--- config.mk ---
export PLATFORM = sky130hd
export DESIGN_NAME = mdi_sift_reader
export DESIGN_NICKNAME = d
export VERILOG_FILES = /design/src/rtl/mdi_sift_reader.sv
export SDC_FILE = /design/constraint.sdc
export NUM_CORES = 1
export LEC_CHECK = 0
export CAP_MARGIN = 20
export CORE_MARGIN = 2
export CORE_UTILIZATION = 45
export DETAILED_ROUTE_END_ITERATION = 7
export PLACE_DENSITY_LB_ADDON = 0.1
export SYNTH_ARGS = -nofsm -noshare
export SYNTH_HDL_FRONTEND = slang
export SYNTH_SLANG_ARGS = --single-unit
--- constraint.sdc ---
create_clock -name clk -period 4 [get_ports clk]
set_input_delay 0.8 -clock clk [delete_from_list [all_inputs] [get_ports clk]]
set_output_delay 0.8 -clock clk [all_outputs]
set_load 0.05 [all_outputs]
--- src/rtl/mdi_sift_reader.sv ---
// Reader side of the MDI one-shot register pair: provisions a round, strobes one read,
// keeps basis-matched pairs in a show-ahead FIFO and tallies matches/discards.
module mdi_sift_reader #(
  parameter int DEPTH = 8,
  parameter int CNT_W = 16
) (
  input  logic             clk,
  input  logic             reset_n,
  input  logic             start,
  input  logic [7:0]       value_a_in,
  input  logic [7:0]       value_b_in,
  input  logic [1:0]       basis_a_in,
  input  logic [1:0]       basis_b_in,
  output logic             init,
  output logic             read,
  output logic [7:0]       value_a,
  output logic [7:0]       value_b,
  output logic [1:0]       basis_a,
  output logic [1:0]       basis_b,
  input  logic [7:0]       out_a,
  input  logic [7:0]       out_b,
  input  logic             pad_enable_a,
  input  logic             pad_enable_b,
  output logic             key_valid,
  input  logic             key_ready,
  output logic [7:0]       key_a,
  output logic [7:0]       key_b,
  output logic             busy,
  output logic             round_done,
  output logic             round_match,
  output logic [CNT_W-1:0] match_count,
  output logic [CNT_W-1:0] discard_count,
  output logic             fifo_full,
  output logic             error
);

  localparam int PTR_W = $clog2(DEPTH);
  localparam logic [PTR_W:0] FULL_COUNT = (PTR_W+1)'(DEPTH);
  localparam logic [CNT_W-1:0] CNT_MAX = '1;

  typedef enum logic [2:0] {
    S_IDLE,
    S_PROV,
    S_SETTLE,
    S_READ,
    S_DONE
  } state_e;

  state_e state_q, state_d;

  logic [7:0] valA_q, valB_q;
  logic [1:0] basA_q, basB_q;
  logic [7:0] capA_q, capB_q;
  logic       enA_q, enB_q;

  logic [CNT_W-1:0] matchCnt_q, matchCnt_d;
  logic [CNT_W-1:0] discardCnt_q, discardCnt_d;
  logic             error_q, error_d;

  logic [15:0]      mem_q [DEPTH];
  logic [PTR_W-1:0] rdPtr_q, wrPtr_q;
  logic [PTR_W:0]   count_q, count_d;

  logic accept;
  logic keepPair;
  logic splitPair;
  logic push;
  logic pop;

  assign accept    = (state_q == S_IDLE) && start && !fifo_full;
  assign keepPair  = enA_q && enB_q;
  assign splitPair = enA_q ^ enB_q;

  always_ff @(posedge clk or negedge reset_n) begin
    if (!reset_n) begin
      state_q <= S_IDLE;
    end else begin
      state_q <= state_d;
    end
  end

  always_comb begin
    state_d = state_q;
    case (state_q)
      S_IDLE:   if (accept) state_d = S_PROV;
      S_PROV:   state_d = S_SETTLE;
      S_SETTLE: state_d = S_READ;
      S_READ:   state_d = S_DONE;
      S_DONE:   state_d = S_IDLE;
      default:  state_d = S_IDLE;
    endcase
  end

  always_comb begin
    init       = 1'b0;
    read       = 1'b0;
    busy       = 1'b1;
    round_done = 1'b0;
    case (state_q)
      S_IDLE:  busy = 1'b0;
      S_PROV:  init = 1'b1;
      S_READ:  read = 1'b1;
      S_DONE:  round_done = 1'b1;
      default: ;
    endcase
  end

  assign round_match = round_done && keepPair;

  // Round inputs are held until the next accepted start; pair returns are captured
  // on the edge that closes READ so DONE can classify them.
  always_ff @(posedge clk or negedge reset_n) begin
    if (!reset_n) begin
      valA_q <= '0;
      valB_q <= '0;
      basA_q <= '0;
      basB_q <= '0;
      capA_q <= '0;
      capB_q <= '0;
      enA_q  <= 1'b0;
      enB_q  <= 1'b0;
    end else begin
      if (accept) begin
        valA_q <= value_a_in;
        valB_q <= value_b_in;
        basA_q <= basis_a_in;
        basB_q <= basis_b_in;
      end
      if (state_q == S_READ) begin
        capA_q <= out_a;
        capB_q <= out_b;
        enA_q  <= pad_enable_a;
        enB_q  <= pad_enable_b;
      end
    end
  end

  assign value_a = valA_q;
  assign value_b = valB_q;
  assign basis_a = basA_q;
  assign basis_b = basB_q;

  always_comb begin
    matchCnt_d   = matchCnt_q;
    discardCnt_d = discardCnt_q;
    error_d      = error_q;
    if (state_q == S_DONE) begin
      if (keepPair) begin
        if (matchCnt_q != CNT_MAX) matchCnt_d = matchCnt_q + 1'b1;
      end else begin
        if (discardCnt_q != CNT_MAX) discardCnt_d = discardCnt_q + 1'b1;
        if (splitPair) error_d = 1'b1;
      end
    end
  end

  always_ff @(posedge clk or negedge reset_n) begin
    if (!reset_n) begin
      matchCnt_q   <= '0;
      discardCnt_q <= '0;
      error_q      <= 1'b0;
    end else begin
      matchCnt_q   <= matchCnt_d;
      discardCnt_q <= discardCnt_d;
      error_q      <= error_d;
    end
  end

  assign match_count   = matchCnt_q;
  assign discard_count = discardCnt_q;
  assign error         = error_q;

  // A start is never accepted while full, so a push can never meet a full FIFO.
  assign push = (state_q == S_DONE) && keepPair;
  assign pop  = key_valid && key_ready;

  always_comb begin
    count_d = count_q;
    case ({push, pop})
      2'b10:   count_d = count_q + 1'b1;
      2'b01:   count_d = count_q - 1'b1;
      default: count_d = count_q;
    endcase
  end

  always_ff @(posedge clk or negedge reset_n) begin
    if (!reset_n) begin
      rdPtr_q <= '0;
      wrPtr_q <= '0;
      count_q <= '0;
    end else begin
      count_q <= count_d;
      if (push) wrPtr_q <= wrPtr_q + 1'b1;
      if (pop)  rdPtr_q <= rdPtr_q + 1'b1;
    end
  end

  always_ff @(posedge clk) begin
    if (push) mem_q[wrPtr_q] <= {capA_q, capB_q};
  end

  assign key_valid = (count_q != '0);
  assign fifo_full = (count_q == FULL_COUNT);
  assign key_a     = key_valid ? mem_q[rdPtr_q][15:8] : 8'h00;
  assign key_b     = key_valid ? mem_q[rdPtr_q][7:0]  : 8'h00;

endmodule

== After elaboration in Yosys (flattened, before gate mapping) ==
Memory sizes are Yosys's and may differ from the RTL's.
Index checks and enable logic that the tools add are counted.
Cells by class
  multiplexer cells: 11
  reduce and logical (&&, ||, !) cells: 13
  eq/ne operators: 10
  $add $sub $neg: 6
  bitwise gates (word level): 2
Operators with widths (number)
  $add 16x1->16 const B: 2
  $ne 16x16->1 const B: 2
  $mux 8: 2
  $pmux 3 s4: 1
  $reduce_and 3->1: 3
  $pmux 4 s2: 1
  $add 3x1->3 const B: 2
  $eq 3x2->1 const B: 2
  $logic_and 1x1->1: 6
  $mux 1: 6
  $add 4x1->4 const B: 1
  $eq 4x4->1 const B: 1
  $reduce_bool 4->1: 1
  $sub 4x1->4 const B: 1
  $eq 3x1->1 const B: 1
  $eq 3x3->1 const B: 1
  $logic_not 3->1: 1
  $mux 3: 1
  $eq 2x1->1 const B: 1
  $eq 2x2->1 const B: 1
  $ne 2x2->1 const B: 1
  $reduce_bool 2->1: 1
  $logic_not 1->1: 1
  $not 1->1: 1
  $xor 1x1->1: 1
Word-level totals
  memories kept: 1
  logic and storage cells: 58
  bits in registers: 84
  input bits: 42
  memory bits (writable): 128
  output and inout port bits: 76
Memories
  mem_q: words 8, bits a word 16, read ports 1, clocked after Yosys merged registers in 0, wr ports 1, line 60  | logic [15:0] mem_q [DEPTH];

== Longest topological paths before layout ==
Gate-level depths: netlist of the first run.
  depth in word-level cells: 5
  gate-level depth with buffers: 12
  depth with buffers taken out: 10

== Worst setup path before layout of the first run ==
Ideal clock, no wire load.
  path kind: reg-to-reg
  from: reg state_q[1]
  to: mem mem_q[0][0], enable pin
  buffers on the path: 3
  setup time: 0.430 ns
  arrival: 2.658 ns
  clock period less this slack: 3.088 ns
  cell stages (with the launch flop): 6
  slack: 0.912 ns
  data required time: 3.570 ns
  path through: dfrtp_1 buf_4 nand4bb_1 clkbuf_1 clkbuf_1 nor4_1
Between the ends
  word-level cells in the longest chain between the ends: 4
Ends and longest elaborated chain
  start: declaration: line 49  | state_e state_q, state_d;
  start signal: assignment: line 78  | state_q <= state_d;
  $eq 3x3->1: line 174  | assign push = (state_q == S_DONE) && keepPair;
  $logic_and 1x1->1: line 174
  $mux 1: line 199  | if (push) mem_q[wrPtr_q] <= {capA_q, capB_q};
  $mux 1 (implied by the code): line 199
  end: declaration: line 60
Every way passes these cells.

== Worst setup path after layout of the first run ==
  from: reg rdPtr_q[0]
  to: out key_b[0]
Between the ends
  word-level cells in the longest chain between the ends: 2
Ends and longest elaborated chain
  start: declaration: line 61  | logic [PTR_W-1:0] rdPtr_q, wrPtr_q;
  start signal: assignment: line 194  | if (pop) rdPtr_q <= rdPtr_q + 1'b1;
  $mem_v2 8x16
  $mux 8: line 205  | assign key_b = key_valid ? mem_q[rdPtr_q][7:0] : 8'h00;
  end: declaration: line 27  | output logic [7:0] key_b,
Every way passes these cells.

==> results of run 1 <==
[stage by stage]
step | utilization (%) | hold slack (ps) | worst slack, ps | instance area [um^2]
CTS | 57.8 | 448 | 98.1 | 10800
global placement | 54.2 | 444 | 623 | 10200
detailed placement | 54.2 | 459 | 622 | 10200
floorplan | - | 485 | 912 | 8650
global route | 57.8 | 487 | 96.8 | 10800
finish | 57.8 | 415 | 293 | 10800
[registers in the layout, summed over array words and instances, names as in the netlist, 2 cells and up]
register,flops
value_b,8
wrPtr_q,3
basis_b,2
value_a,8
match_count,16
basis_a,2
state_q,3
mem_q,128
discard_count,16
capA_q,8
count_q,4
rdPtr_q,3
capB_q,8
[cell usage in the layout, fill, tap and decap left out, types with 5 or more instances in the layout]
master,instances
nor3_1,12
ha_1,8
clkbuf_1,10
clkinv_1,5
xnor2_1,16
and3_1,5
nor2_1,26
dfrtp_1,83
nand4_1,12
nor4_1,6
mux2i_1,16
buf_4,14
edfxtp_1,128
nand3_1,16
nand2_1,14
clkbuf_16,23
xor2_1,17
a31oi_1,5
mux4_2,32
mux2_2,42
clkdlybuf4s50_1,116
[cell type report]
class                           instances  share of cell area, %
Timing Repair Buffer                  132                   12.0
Inverter                                5                  0.173
Clock inverter                          7                  0.508
Tap cell                              234                   2.70
Multi-Input combinational cell        271                   24.0
Clock buffer                           33                   5.65
Sequential cell                       212                   54.9
[per-layer routing]
metal / track usage (%) / share of wire [%] / up-vias
met1: 24.9 / 45 / 2461
met5: 0 / 0 / -
met4: 4.22 / 1.8 / 0
met3: 3.42 / 4.8 / 24
li1: - / - / 2234
met2: 28.5 / 48 / 104
[logic make-up (layout without fill, tap and decap cells)]
group                    after synthesis  count (layout)  synth area share (%)
AND/OR/NAND/NOR                      121             121                  8.10
XOR/XNOR                              33              33                  3.34
multiplexers                          91              91                  15.8
flip-flops                           212             212                  68.7
adder cells (fa/ha/maj)                8               8                  1.16
AO/OA/AOI/OAI                         18              18                  1.40
buffers and inverters                 29             177                  1.47
[power breakdown]
part	internal, uW	switching, uW	total [uW]
combinational	1300	1740	3040
clock	1120	778	1900
sequential	2830	484	3310
[worst max-delay path by stage]
stage | end | cells after the start
CTS | key_b[0] | 5
finish | key_b[0] | 5
floorplan | mem_q[0][0]$_DFFE_PP_ | 5
global route | key_b[0] | 5
global placement | key_b[0] | 5
detailed placement | key_b[0] | 5
[critical path, cell delays in order (launching register included)]
cell	delay [ps]
dfrtp_4	690
buf_12	240
mux4_2	510
mux2i_1	190
nor2_1	70
clkdlybuf4s50_1	700
==> impl_metrics.ini, run 1 <==
[logic_synthesis]
synth_common_cells = 128 x edfxtp_1, 84 x dfrtp_1, 42 x mux2_2, 32 x mux4_2, 26 x nor2_1
yosys_warnings = 0
yosysMostFrequentCell = edfxtp_1
synth_top_flop_cell = edfxtp_1
ys_async_sr_fraction_pct = 39.6
syn-cell-area_um2 = 8650
synth_edf_count = 128
synth_area_per_cell_um2 = 16.9
ys_seq_area_share_pct = 68.7
synth.top_cell.area_share_pct = 44.4
synth_nets = 562
ys_types = 48
synthTopCellsByArea = edfxtp_1 44%, dfrtp_1 24%, mux4_2 8.3%
syn_inst = 512
yosysTopAreaCell = edfxtp_1
synth-seq-cells = 212

[cts]
cts_hold_buf = 0
post-cts-setup-buffers = 0
cts_buffers = 22
cts_buffer_depth = 3
clk_pin_slew_ps = 60
cts_tree = built
cts_sinks = 212
insertion_delay_ps = 490
cts-htree-levels = 1
cts_root_buffer = clkbuf_16
ctsResizeCount = 0

[outcome]
status = completed

[global_route]
grt_max_degree = 68
grt_usage_pct = 17.6
grt_pass1_wl_mm = 27.7
antenna_found_initial = 0
gr-total-overflow = 0
first_global_vias = 5097

[job]
drv_cap = 0

[power_and_ir_drop]
p_per_area_nw_per_um2 = 761
finalPower_uw = 8250
ir_drop_v = 0.000385
p_leak_uw = 0.00401

[sta]
fmax_mhz = 270
tightestPinTransition_ps = 1010
fin_setup_tns_ps = 0
hold_viol = 0
setup-violations-final = 0
finalCriticalPeriod_ps = 3710
rsz0062_at_grt = no
slew_headroom_pct = 32.4
clock_skew_ps = 9.25
report.final.slew_viol_count = 0
fin_crit_sh_pct = 92.7

[worst_setup_path]
r2r_setup_slack_ps = 1340
cp_data_required_time_ps = 3200
arrival_ps = 2910
rr_startpoint = count_q[1]$_DFFE_PN0P_
reg2reg_to = count_q[2]$_DFFE_PN0P_
setup.worst_path.start = rdPtr_q[0]$_DFFE_PN0P_
crit_type = reg2out
reg2reg_depth = 11
endpoint_kind = primary output
crit_fanout = 19
worstSetupStartpointType = register

[min_path]
hold_path_class = in2async

[drt]
detail-route-antenna-nets = 0
drc_errors = 0
vias_per_cell = 5.39
wl_per_cell_um = 19.3
vias = 4823
drt_iter0_drc = 270
drt-total-wl_mm = 17.3
first_pass_iters = 4

[floorplan]
start_util_pct = 46.1
die_h_um = 143
num_rows = 50
ios = 118
coreArea_um2 = 18800
die_area_um2 = 20400
fp.dieW_um = 143

[placement]
hpwl_mm = 10.8
place_inst = 854
port_buffers = 117
globalplace.congestion = 0.843

[finish]
multi_input_area_um2 = 2610
area_growth_pct = 25.3
n_antenna_cell = 0
drive_gt1_share_pct = 19.8
fin_cells = 894
nets = 694
regArea_um2 = 5950
fillers = 1477
No activity file was read; power rests on OpenSTA's default activity.
==> run 2: changes to the inputs <==
==> constraint.sdc (replaced) <==
create_clock -name clk -period 3.7 [get_ports clk]
set_input_delay 0.74 -clock clk [delete_from_list [all_inputs] [get_ports clk]]
set_output_delay 0.74 -clock clk [all_outputs]
set_load 0.005 [all_outputs]
==> run 2 against run 1 <==
Net effect:
- power decreased by 4.3%
- final cell count up 0.34%
- design area is 0.35% higher
- setup slack better by 40 ps
- utilization increased by 0.20 points
- critical path type unchanged
- sequential share of layout area decreased by 0.19 points
- first-iteration DRC count is 7.0% higher
- sequential cell count is the same
- clock skew barely moved
- hold slack got worse by 180 ps
- die area stayed put
==> impl_metrics.ini, run 2 (synthesis gave the netlist of run 1 again) <==
[power_and_ir_drop]
p_per_area_nw_per_um2 = 726
ir_drop_v = 0.000323
p_sw_share_pct = 27.4
finalPower_uw = 7900
internal_power_uw = 5740
clkPwrFrac_pct = 27.4
p_seq_share_pct = 45.0
p_leak_uw = 0.00404
combPwrFrac_pct = 27.6
p_switching_uw = 2160

[drt]
drt_iter0_drc = 289
drt-total-wl_mm = 17.7
drc_errors = 0
first_pass_iters = 4
wl_per_cell_um = 19.7
vias_per_cell = 5.44
vias = 4883
detail-route-antenna-nets = 0

[global_route]
gr-total-overflow = 0
met2_usage_pct = 30.2
grt_usage_pct = 18.2
first_global_vias = 5260
grt.busiest_layer = met2
grt_pass1_wl_mm = 28.7
antenna_found_initial = 0
grt_max_degree = 41
use_met3_pct = 3.35
grt_util_met1_pct = 25.2

[sta]
tightestPinTransition_ps = 660
fmax_mhz = 297
report.final.slew_viol_count = 0
rsz0062_at_grt = no
fin_setup_tns_ps = 0
fin_crit_sh_pct = 91.0
clock_skew_ps = 9.42
setup-violations-final = 0
slew_headroom_pct = 55.6
finalCriticalPeriod_ps = 3370
hold_viol = 0

[cts]
cts_hold_buf = 0
cts_buffers = 23
cts_root_buffer = clkbuf_16
cts-htree-levels = 1
insertion_delay_ps = 500
post-cts-setup-buffers = 0
cts_buffer_depth = 3
cts_tree = built
clk_pin_slew_ps = 60
cts_sinks = 212

[finish]
drive_gt1_share_pct = 20.8
top_register = mem_q
nets = 697
design_area_um2 = 10900
area_growth_pct = 25.7
n_antenna_cell = 0
final_cell_mix = 128 x edfxtp_1, 116 x clkdlybuf4s50_1, 83 x dfrtp_1, 42 x mux2_2, 32 x mux4_2
largest_reg_flops = 128
mostFrequentLayoutCell = edfxtp_1
fillers = 1470

[min_path]
hold_path_class = in2async

[placement]
globalplace.congestion = 0.838
hpwl_mm = 11.1
port_buffers = 117
placed_cell_area_um2 = 10200

[floorplan]
start_util_pct = 46.1
num_rows = 50
coreArea_um2 = 18800
die_h_um = 143
die_area_um2 = 20400
ios = 118
fp.dieW_um = 143

[worst_setup_path]
crit_type = reg2out
worstSetupStartpointType = register
reg2reg_depth = 11
cp_data_required_time_ps = 2960
arrival_ps = 2630
endpoint_kind = primary output
crit_fanout = 19

[job]
drv_cap = 0

[outcome]
status = completed
[run 2: area by class of cell]
| cell class | instances | area [um^2] | share of cell area [%] |
|---|---|---|---|
| Sequential cell | 212 | 5950 | 54.7 |
| Timing Repair Buffer | 134 | 1310 | 12.0 |
| Multi-Input combinational cell | 271 | 2610 | 24.0 |
| Tap cell | 234 | 293 | 2.69 |
| Clock buffer | 30 | 602 | 5.53 |
| Inverter | 5 | 18.8 | 0.173 |
| Clock inverter | 11 | 101 | 0.932 |
[run 2: path summary, 6_finish.rpt]
path	from	endpoint	slack, ps
worst max register to register	count_q[1]$_DFFE_PN0P_	count_q[2]$_DFFE_PN0P_	1000
worst min register to register	error$_DFFE_PN0P_	error$_DFFE_PN0P_	470
min in group clk	error$_DFFE_PN0P_	error$_DFFE_PN0P_	470
worst max-delay path	rdPtr_q[0]$_DFFE_PN0P_	key_b[0]	330
max in group asynchronous	reset_n	value_a[5]$_DFFE_PN0P_	2670
worst min-delay path	reset_n	discard_count[1]$_DFFE_PN0P_	230
[run 2: per-stage QoR]
step | utilization, % | hold slack [ps] | setup WS [ps] | std cells
final | 58.0 | 232 | 333 | 897
after global routing | 58.0 | 280 | 144 | 897
after CTS | 58.0 | 245 | 109 | 897
after detailed placement | 54.2 | 447 | 628 | 856
after global placement | 54.2 | 444 | 633 | 856
after floorplan | - | 444 | 612 | 512
[run 2: timing repair]
item / 4_1_cts / 5_1_grt
resized for setup: 0 / 1
setup endpoints to repair: 0 / 1
hold endpoints to repair: 0 / 0
[run 2: worst max-delay path, stage by stage (launching register included)]
cell	delay [ps]
dfrtp_4	680
buf_12	240
mux4_2	510
mux2i_1	180
nor2_1	70
clkdlybuf4s50_1	450
[run 2: layer usage]
layer	vias to the layer above	routed length [um]
li1	2239	-
met1	2491	7540
met2	127	8710
met3	26	1110
met4	0	313
met5	-	0
[run 2: power groups by stage]
stage | logic (uW) | registers, uW | clock network [uW]
after detailed placement | 2220 | 3610 | 0
final | 2180 | 3550 | 2160
after global placement | 2170 | 3570 | 0
after global routing | 2380 | 3650 | 2300
after floorplan | 1370 | 3370 | 0
after CTS | 2230 | 3570 | 2210
==> run 3: changes to the inputs <==
--- a/config.mk
+++ b/config.mk
@@ -5,11 +5,13 @@
 export SDC_FILE = /design/constraint.sdc
 export NUM_CORES = 1
 export LEC_CHECK = 0
+export ABC_AREA = 1
 export CAP_MARGIN = 20
 export CORE_MARGIN = 2
 export CORE_UTILIZATION = 45
 export DETAILED_ROUTE_END_ITERATION = 7
 export PLACE_DENSITY_LB_ADDON = 0.1
+export RECOVER_POWER = 100
 export SYNTH_ARGS = -nofsm -noshare
 export SYNTH_HDL_FRONTEND = slang
 export SYNTH_SLANG_ARGS = --single-unit
==> run 3 against run 2 <==
Net effect:
- synthesized cell count increased by 80%
- design area increased by 4.5%
- largest cell class unchanged
- area after synthesis increased by 6.1%
- clock skew increased by 0.76 ps
- first-iteration DRC count increased by 4.2%
- the run now ends with capacitance limit, slew limit left
- sequential cell count is the same
- fmax up 3.0%
- global-route usage increased by 0.62 points
- hold slack improved by 220 ps
- via count up 33%
- die area grew 5.9%
==> impl_metrics.ini, run 3 <==
[outcome]
status = finished with violations
violations = capacitance limit, slew limit

[sta]
fmax_mhz = 306
fin_crit_sh_pct = 88.3
finalCriticalPeriod_ps = 3270
slew_headroom_pct = -60.5
tightestPinTransition_ps = 2410
clock_skew_ps = 10.2
fin_setup_tns_ps = 0
report.final.slew_viol_count = 44
setup-violations-final = 0
rsz0062_at_grt = no
hold_viol = 0

[power_and_ir_drop]
p_switching_uw = 2600
p_leak_uw = 0.00472
clkPwrFrac_pct = 28.0
p_per_area_nw_per_um2 = 715
internal_power_uw = 5520
combPwrFrac_pct = 29.7
ir_drop_v = 0.000458
p_seq_share_pct = 42.3
p_sw_share_pct = 32.0

[drt]
wl_per_cell_um = 15.0
drc_errors = 0
first_pass_iters = 5
drt_iter0_drc = 301
vias = 6500
drt-total-wl_mm = 20.1
detail-route-antenna-nets = 0
vias_per_cell = 4.88

[global_route]
gr-total-overflow = 0
antenna_found_initial = 2
grt_usage_pct = 18.8
grt_max_degree = 44
first_global_vias = 6396
grt_pass1_wl_mm = 32.8

[cts]
cts_buffer_depth = 3
cts_root_buffer = clkbuf_16
cts_tree = built
post-cts-setup-buffers = 0
cts-htree-levels = 1
ctsResizeCount = 0
cts_hold_buf = 0
cts_buffers = 22
cts_sinks = 212
insertion_delay_ps = 490
clk_pin_slew_ps = 60

[floorplan]
fp.dieW_um = 147
ios = 118
start_util_pct = 45.7
die_area_um2 = 21600
coreArea_um2 = 20100
num_rows = 52
die_h_um = 147

[worst_setup_path]
worstSetupStartpointType = register
cp_data_required_time_ps = 3800
endpoint_kind = register
crit_type = reg2reg
arrival_ps = 3370
crit_fanout = 16

[logic_synthesis]
synth_top_flop_cell = edfxtp_1
synth_nets = 973
yosysMostFrequentCell = nand2_1
synth_edf_count = 128
synth_common_cells = 243 x nand2_1, 160 x nor2_1, 128 x edfxtp_1, 93 x o21ai_0, 84 x dfrtp_1
ys_types = 32
synthTopCellsByArea = edfxtp_1 42%, dfrtp_1 23%, nand2_1 9.9%
syn-cell-area_um2 = 9180
synth-seq-cells = 212
ys_async_sr_fraction_pct = 39.6
synth.top_cell.area_share_pct = 41.9
ys_seq_area_share_pct = 64.7
yosysTopAreaCell = edfxtp_1
synth_area_per_cell_um2 = 9.95
yosys_warnings = 0
syn_inst = 923

[placement]
port_buffers = 117
hpwl_mm = 13.0
placed_cell_area_um2 = 10700
globalplace.congestion = 0.792

[finish]
final_util_pct = 56.6
largest_reg_flops = 128
design_area_um2 = 11400
top_register = mem_q
nets = 1097
drive_gt1_share_pct = 4.80
fillers = 1764
n_antenna_cell = 0
final_cell_mix = 245 x nand2_1, 164 x nor2_1, 128 x edfxtp_1, 95 x o21ai_0, 84 x dfrtp_1
mostFrequentLayoutCell = nand2_1
area_growth_pct = 23.8

[job]
drv_cap = 1

[min_path]
hold_path_class = reg2reg
==> run 3: cell types whose count changed after synthesis, moves of 7 or more <==
cell,previous run,this run
o21ai_0,2,93
nor3_1,16,1
inv_1,4,60
o22ai_1,0,16
mux4_2,32,0
mux2i_1,16,0
nor2_1,26,160
nor4_1,7,0
nand2_1,14,243
o211ai_1,0,16
xor2_1,17,4
mux2_2,42,0
==> run 3: worst paths after layout <==
| check | endpoint | slack, ps | cells past startpoint | start |
|---|---|---|---|---|
| min in group asynchronous | match_count[5]$_DFFE_PN0P_ | 990 | 1 | reset_n |
| setup / recovery | mem_q[6][6]$_DFFE_PP_ | 430 | 7 | state_q[0]$_DFFE_PN0P_ |
| max in group asynchronous | capA_q[5]$_DFFE_PN0P_ | 880 | 2 | reset_n |
| setup reg to reg | mem_q[6][6]$_DFFE_PP_ | 430 | 7 | state_q[0]$_DFFE_PN0P_ |
| hold reg to reg | error$_DFFE_PN0P_ | 450 | 1 | error$_DFFE_PN0P_ |
| hold / removal | error$_DFFE_PN0P_ | 450 | 1 | error$_DFFE_PN0P_ |
==> run 3: worst max-delay path, stage by stage (launching register included) <==
cell      delay [ps]
dfrtp_1          390
nor2_1           210
nand2_2          110
nor2_1           590
inv_1            220
or2_0            330
nor2_1           110
clkbuf_1         910
==> run 3: cell type report <==
| type | instances | area [um^2] | share of cell area [%] |
|---|---|---|---|
| clock buffers | 31 | 639 | 5.62 |
| flip-flops and latches | 212 | 5950 | 52.3 |
| inverters | 64 | 240 | 2.11 |
| well taps | 270 | 338 | 2.97 |
| clock inverters | 9 | 126 | 1.11 |
| multi-input cells | 611 | 2790 | 24.5 |
| repair buffers | 136 | 1290 | 11.4 |
==> run 3: metal layers <==
layer / routed length, um / track usage (%) / share of wire (%)
met5: 13 / 0 / 0.065
met4: 269 / 4.51 / 1.3
met3: 1270 / 4.72 / 6.3
met1: 9290 / 25.5 / 46
met2: 9210 / 30.8 / 46
==> run 3: metrics by stage <==
step	instances	total power (uW)	setup WS, ps	hold slack (ps)
6_report	1333	8130	431	453
5_1_grt	1333	8700	170	493
4_1_cts	1333	8410	493	256
3_5_place_dp	1293	6090	1010	451
3_3_place_gp	1293	6050	1060	450
2_1_floorplan	923	4820	1440	444
==> run 3: power by group through the flow <==
stage               logic, uW  registers, uW  clock network (uW)
CTS                      2620           3450                2340
global placement         2580           3470                   0
finish                   2410           3430                2280
global route             2760           3500                2440
floorplan                1480           3340                   0
detailed placement       2600           3490                   0
==> run 3: cell families after synthesis <==
group / after synthesis / share of synthesized area, %
AO/OA/AOI/OAI: 134 / 8.12
XOR/XNOR: 21 / 2.00
adder cells (fa/ha/maj): 8 / 1.09
buffers and inverters: 100 / 4.55
flip-flops: 212 / 64.8
AND/OR/NAND/NOR: 448 / 19.5
